`config.mk`:
```
export PLATFORM = sky130hd
export DESIGN_NAME = rf_wb_arb
export DESIGN_NICKNAME = d
export VERILOG_FILES = /design/src/rtl/rf_wb_arb.sv
export SDC_FILE = /design/constraint.sdc
export NUM_CORES = 1
export LEC_CHECK = 0
export BUFFER_PORTS_ARGS = -buffer_cell sky130_fd_sc_hd__buf_2
export CORE_MARGIN = 1
export CORE_UTILIZATION = 50
export DETAILED_ROUTE_END_ITERATION = 12
export PLACE_DENSITY_LB_ADDON = 0.2
export REMOVE_ABC_BUFFERS = 1
export SYNTH_ARGS = -nofsm -noshare
export SYNTH_HDL_FRONTEND = slang
export SYNTH_SLANG_ARGS = --single-unit
```
`constraint.sdc`:
```
create_clock -name CLK -period 3.6 [get_ports CLK]
set_input_delay 0.54 -clock CLK [delete_from_list [all_inputs] [get_ports CLK]]
set_output_delay 0.54 -clock CLK [all_outputs]
set_load 0.03 [all_outputs]
```
`src/rtl/rf_wb_arb.sv`:
```
// rf_wb_arb: two-source (ALU, LD) writeback arbiter and sequencer for the 32x32 register file.
// Define RR_ARB_EN for round-robin arbitration; the default build uses fixed LD-over-ALU priority.

// Simulation-only checks of the upstream write-hazard guarantees.
module rf_wb_arb_chk #(
    parameter int AW = 5,
    parameter int NS = 32
) (
    input logic          CLK,
    input logic          RESET,
    input logic [1:0]    push_i,
    input logic [AW-1:0] alu_addr_i,
    input logic [AW-1:0] ld_addr_i,
    input logic [NS-1:0] busy_i
);
    a_alu_not_busy: assert property (@(posedge CLK) disable iff (RESET) push_i[0] |-> !busy_i[alu_addr_i]);
    a_ld_not_busy:  assert property (@(posedge CLK) disable iff (RESET) push_i[1] |-> !busy_i[ld_addr_i]);
    a_distinct:     assert property (@(posedge CLK) disable iff (RESET) (&push_i) |-> (alu_addr_i != ld_addr_i));
endmodule

module rf_wb_arb #(
    parameter int DEPTH = 2,
    parameter int AW    = 5,
    parameter int DW    = 32
) (
    input  logic             CLK,
    input  logic             RESET,
    input  logic             ALU_VALID,
    output logic             ALU_READY,
    input  logic [AW-1:0]    ALU_ADDR,
    input  logic [DW-1:0]    ALU_DATA,
    input  logic             LD_VALID,
    output logic             LD_READY,
    input  logic [AW-1:0]    LD_ADDR,
    input  logic [DW-1:0]    LD_DATA,
    output logic [AW-1:0]    RDaddr,
    output logic [DW-1:0]    RD,
    output logic [2**AW-1:0] BUSY
);
    localparam int PW      = $clog2(DEPTH) + 1;
    localparam int IW      = PW - 1;
    localparam int NS      = 2**AW;
    localparam int SRC_ALU = 0;
    localparam int SRC_LD  = 1;
    localparam logic [NS-1:0] BIT0 = {{(NS-1){1'b0}}, 1'b1};

    logic [AW-1:0] addr_mem_q [2][DEPTH];
    logic [DW-1:0] data_mem_q [2][DEPTH];
    logic [PW-1:0] wr_ptr_q [2];
    logic [PW-1:0] wr_ptr_d [2];
    logic [PW-1:0] rd_ptr_q [2];
    logic [PW-1:0] rd_ptr_d [2];
    logic [AW-1:0] in_addr_s [2];
    logic [DW-1:0] in_data_s [2];
    logic [AW-1:0] rdaddr_q, rdaddr_d;
    logic [DW-1:0] rd_q, rd_d;
    logic [NS-1:0] busy_q, busy_d, set_mask_s, clr_mask_s;
    logic [1:0]    valid_s, full_s, nonempty_s, ready_s, push_s, pop_s;
    logic          grant_ld_s, contended_s;
`ifdef RR_ARB_EN
    logic          last_alu_q, last_alu_d;
`endif

    // Per-source FIFO status, READY and accept qualification (address 0 is dropped).
    always_comb begin
        in_addr_s[SRC_ALU] = ALU_ADDR;
        in_addr_s[SRC_LD]  = LD_ADDR;
        in_data_s[SRC_ALU] = ALU_DATA;
        in_data_s[SRC_LD]  = LD_DATA;
        valid_s    = {LD_VALID, ALU_VALID};
        nonempty_s = 2'b00;
        full_s     = 2'b00;
        ready_s    = 2'b00;
        push_s     = 2'b00;
        for (int s = 0; s < 2; s++) begin
            nonempty_s[s] = (wr_ptr_q[s] != rd_ptr_q[s]);
            full_s[s]     = (wr_ptr_q[s][PW-1] != rd_ptr_q[s][PW-1]) &&
                            (wr_ptr_q[s][IW-1:0] == rd_ptr_q[s][IW-1:0]);
            ready_s[s]    = !RESET && !full_s[s];
            push_s[s]     = valid_s[s] && ready_s[s] && (in_addr_s[s] != {AW{1'b0}});
        end
    end

    // Grant selection between the two FIFO heads.
    always_comb begin
        contended_s = &nonempty_s;
        grant_ld_s  = 1'b0;
`ifdef RR_ARB_EN
        last_alu_d  = last_alu_q;
`endif
        if (contended_s) begin
`ifdef RR_ARB_EN
            grant_ld_s = last_alu_q;
            last_alu_d = !last_alu_q;
`else
            grant_ld_s = 1'b1;
`endif
        end else begin
            grant_ld_s = nonempty_s[SRC_LD];
        end
        pop_s = {grant_ld_s && nonempty_s[SRC_LD], !grant_ld_s && nonempty_s[SRC_ALU]};
    end

    // Pointer advance, output-stage load and pending-write vector update.
    always_comb begin
        for (int s = 0; s < 2; s++) begin
            wr_ptr_d[s] = wr_ptr_q[s] + {{(PW-1){1'b0}}, push_s[s]};
            rd_ptr_d[s] = rd_ptr_q[s] + {{(PW-1){1'b0}}, pop_s[s]};
        end
        rdaddr_d = {AW{1'b0}};
        rd_d     = {DW{1'b0}};
        if (pop_s[SRC_LD]) begin
            rdaddr_d = addr_mem_q[SRC_LD][rd_ptr_q[SRC_LD][IW-1:0]];
            rd_d     = data_mem_q[SRC_LD][rd_ptr_q[SRC_LD][IW-1:0]];
        end else if (pop_s[SRC_ALU]) begin
            rdaddr_d = addr_mem_q[SRC_ALU][rd_ptr_q[SRC_ALU][IW-1:0]];
            rd_d     = data_mem_q[SRC_ALU][rd_ptr_q[SRC_ALU][IW-1:0]];
        end else begin
            rdaddr_d = {AW{1'b0}};
            rd_d     = {DW{1'b0}};
        end
        // The output register is replaced every edge, so its register is retired now.
        clr_mask_s = BIT0 << rdaddr_q;
        set_mask_s = (push_s[SRC_ALU] ? (BIT0 << in_addr_s[SRC_ALU]) : {NS{1'b0}}) |
                     (push_s[SRC_LD]  ? (BIT0 << in_addr_s[SRC_LD])  : {NS{1'b0}});
        busy_d = (busy_q & ~clr_mask_s) | set_mask_s;
    end

    // Control state, output stage and pending-write vector.
    always_ff @(posedge CLK or posedge RESET) begin
        if (RESET) begin
            for (int s = 0; s < 2; s++) begin
                wr_ptr_q[s] <= {PW{1'b0}};
                rd_ptr_q[s] <= {PW{1'b0}};
            end
            rdaddr_q <= {AW{1'b0}};
            rd_q     <= {DW{1'b0}};
            busy_q   <= {NS{1'b0}};
        end else begin
            for (int s = 0; s < 2; s++) begin
                wr_ptr_q[s] <= wr_ptr_d[s];
                rd_ptr_q[s] <= rd_ptr_d[s];
            end
            rdaddr_q <= rdaddr_d;
            rd_q     <= rd_d;
            busy_q   <= busy_d;
        end
    end

`ifdef RR_ARB_EN
    // Last contended winner; starts as ALU so LD wins the first contention.
    always_ff @(posedge CLK or posedge RESET) begin
        if (RESET) begin
            last_alu_q <= 1'b1;
        end else begin
            last_alu_q <= last_alu_d;
        end
    end
`endif

    // FIFO storage; contents need no reset because the pointers gate visibility.
    always_ff @(posedge CLK) begin
        for (int s = 0; s < 2; s++) begin
            if (push_s[s]) begin
                addr_mem_q[s][wr_ptr_q[s][IW-1:0]] <= in_addr_s[s];
                data_mem_q[s][wr_ptr_q[s][IW-1:0]] <= in_data_s[s];
            end
        end
    end

    assign ALU_READY = ready_s[SRC_ALU];
    assign LD_READY  = ready_s[SRC_LD];
    assign RDaddr    = rdaddr_q;
    assign RD        = rd_q;
    assign BUSY      = busy_q;

    rf_wb_arb_chk #(.AW(AW), .NS(NS)) u_chk (
        .CLK        (CLK),
        .RESET      (RESET),
        .push_i     (push_s),
        .alu_addr_i (ALU_ADDR),
        .ld_addr_i  (LD_ADDR),
        .busy_i     (busy_q)
    );
endmodule

```
==> flow_metrics.py <==
metrics = {
    "logic_synthesis": {
        "synthMuxAreaShare_pct": 8.68,
        "syn_avg_cell_area_um2": 16.2,
        "synth.largest_area_cell": "edfxtp_1",
        "yosys_warnings": 0,
        "yosysSeqAreaShare_pct": 74.6,
        "synth-seq-cells": 225,
        "netlist_area_um2": 8540,
        "synth_cell_types": 39,
        "synth-compound-area-share_pct": 8.19,
        "synth_top_family_by_area": "multiplexers",
        "synth_edf_count": 148,
        "synthArstFlopShare_pct": 34.2,
        "synth_top_area_share_pct": 52.1,
        "synth-xor-area-share_pct": 0.923,
        "synth_common_cells": "edfxtp_1 (148), dfrtp_1 (77), mux2i_1 (74)",
        "synthCells": 526,
        "yosys.area_share.adder_pct": 0.879,
        "yosys.area_share.simple_pct": 4.91,
        "ys.flop_type": "edfxtp_1",
        "ys_top_cells_by_area": "edfxtp_1 (52%), dfrtp_1 (23%), mux2i_1 (8.7%)",
        "synth_most_common_cell": "edfxtp_1",
    },
    "floorplanning": {
        "core-area_um2": 16600,
        "initial_utilization_pct": 51.3,
        "fp.dieW_um": 133,
        "fp.dieArea_um2": 17600,
        "die_h_um": 133,
        "rows": 47,
        "ios": 149,
    },
    "clock_tree": {
        "htreeDepth": 1,
        "cts-root-buf": "clkbuf_16",
        "clockBufferDepth": 3,
        "ctsResizeCount": 0,
        "cts_buffers": 23,
        "clock_sinks": 225,
        "holdBufCountCts": 0,
        "cts_tree": "done",
        "clkLatencyLatePin_ps": 500,
        "clk_transition_reported_paths_ps": 60,
        "post_cts_buffers": 0,
    },
    "placement": {
        "port_buffers": 148,
        "hpwlAfterDp_mm": 12.3,
        "place_congestion": 0.898,
        "postPlaceCellArea_um2": 9560,
    },
    "global_routing": {
        "grt_pass1_wl_mm": 29.2,
        "grt_use_total_pct": 21.9,
        "grt_pass1_vias": 5360,
        "grt_antenna_before_repair": 0,
        "grt_max_degree": 40,
        "gr-total-overflow": 0,
    },
    "sta": {
        "finalCritPeriodShare_pct": 70.1,
        "finalSetupTns_ps": 0,
        "slew_viol_final": 0,
        "slew_headroom_pct": 31.7,
        "setup-violations-final": 0,
        "hold_viol": 0,
        "fin_crit_ps": 2530,
        "tightest_slew_ps": 1020,
        "skew_ps": 9.15,
        "rsz0062_at_grt": "no",
        "max_freq_ghz": 0.396,
    },
    "routing": {
        "ant_nets": 0,
        "routedWlPerCell_um": 20.5,
        "avgViaCountPerCell": 5.69,
        "drc_errors": 0,
        "dr_wl_met2_mm": 9.42,
        "top_layer": "met4",
        "drtPass1Iterations": 5,
        "dr_wl_met3_mm": 1.41,
        "drtIter0Drc": 325,
        "dr_total_vias": 5239,
        "wl_met1_mm": 7.59,
        "routed_wl_mm": 18.9,
    },
    "worst_setup_path": {
        "critPathLaunchType": "flip-flop",
        "reg2reg_setup_slack_ps": 1070,
        "ff2ff_path_depth": 6,
        "critPathMaxStageDelay_ps": 640,
        "cp_slowest_cell": "ha_2",
        "crit_buf_inv": 1,
        "r2r_end": "data_mem_q[0][120]",
        "criticalPathCategory": "reg -> reg",
        "cp_data_required_time_ps": 3810,
        "path_cells": "xor2_1 > nand2_1 > nand2_1 > a21oi_1 > ha_2 > buf_12",
        "cp_max_fo": 20,
        "critical_path.top_delay_family": "adder cells",
        "path_common_cell": "nand2_1",
        "critPathArrivalTime_ps": 2730,
        "endpoint_kind": "flip-flop",
        "r2r-start": "rd_ptr_q[1]",
    },
    "cells_and_area": {
        "regArea_um2": 6370,
        "nFillCells": 1262,
        "num-nets-final": 770,
        "stdcell_area_um2": 10300,
        "drive_gt1_share_pct": 28.8,
        "syn_to_final_growth_pct": 20.7,
        "num_antenna_cells": 0,
        "multi_input_area_um2": 2040,
    },
    "outcome": {
        "outcome": "finished clean",
    },
    "power_and_ir_drop": {
        "power_density_nw_per_um2": 946,
        "peakVddDrop_uv": 519,
        "p_leak_uw": 0.00409,
    },
    "worst_hold_path": {
        "hold_class": "in -> async",
    },
    "job": {
        "max_cap_viol_count": 0,
    },
}
cells by family (layout without fill, tap and decap cells):
kind of cell	after synthesis	in the layout
and+or+nand+nor	75	75
AOI/OAI and AO/OA	106	106
buffers and inverters	31	206
adders and majority gates	6	6
DFF	225	225
muxes	74	74
xor gates and xnor gates	9	9
flip-flops by register name (all words and copies together), names as in the netlist:
name and count:
BUSY 32, wr_ptr_q 4, data_mem_q 128, RDaddr 5
addr_mem_q 20, RD 32, rd_ptr_q 4
how the worst max path moves through the flow:
| stage | depth (start not counted) | from | to | slack, ps |
|---|---|---|---|---|
| after global routing | 6 | wr_ptr_q[1] | data_mem_q[0][123] | 850 |
| after CTS | 5 | rd_ptr_q[2] | RD[22] | 1040 |
| after floorplan | 6 | rd_ptr_q[0] | rd_ptr_q[3] | -1120 |
| after global placement | 6 | RESET | data_mem_q[0][120] | 1110 |
| final | 6 | rd_ptr_q[1] | data_mem_q[0][120] | 1070 |
| after detailed placement | 6 | RESET | data_mem_q[0][102] | 1030 |
final cells by class:
class,count,share of cell area (%)
Tap cell,220,2.67
Clock buffer,33,6.15
Multi-Input combinational cell,270,19.8
Inverter,10,0.377
Timing Repair Buffer,156,8.02
Clock inverter,7,1.08
Sequential cell,225,61.9
worst reg2reg max path: stages (launching register included):
cell and delay [ps]:
dfrtp_1 400, xor2_1 220, nand2_1 380, nand2_1 100, a21oi_1 260, ha_2 640
buf_12 250
layout by cell type, fill, tap and decap left out, types with 7 or more instances in the layout:
cell         n
buf_2      148
clkbuf_1     8
clkbuf_16   23
dfrtp_1     75
edfxtp_1   148
inv_1        7
mux2i_1     74
nand2_1     18
nand3_1     12
nand3b_1     8
o211ai_1    10
o21ai_0     31
o221ai_1    21
o22ai_1     37
xor2_1       7
layer usage:
layer  vias to the layer above  track usage (%)
met5                         -                0
met4                         0             7.66
met3                        35             3.41
met2                       239             37.9
met1                      2588             28.1
li1                       2377                -
stage by stage:
stage | power (uW) | worst slack [ps] | util [%] | cells | hold WS [ps]
CTS | 9810 | 1040 | 61.9 | 921 | 152
detailed placement | 7450 | 1030 | 57.4 | 881 | 478
floorplan | 6230 | -1120 | - | 505 | 460
global placement | 7360 | 1110 | 57.4 | 881 | 475
global route | 10200 | 846 | 61.9 | 921 | 175
finish | 9740 | 1070 | 61.9 | 921 | 140
power breakdown:
group	switching (uW)	internal (uW)
combinational	2410	1100
clock	922	1430
sequential	331	3540
total	3670	6070
Note: power is estimated with default switching activity, not from simulation.
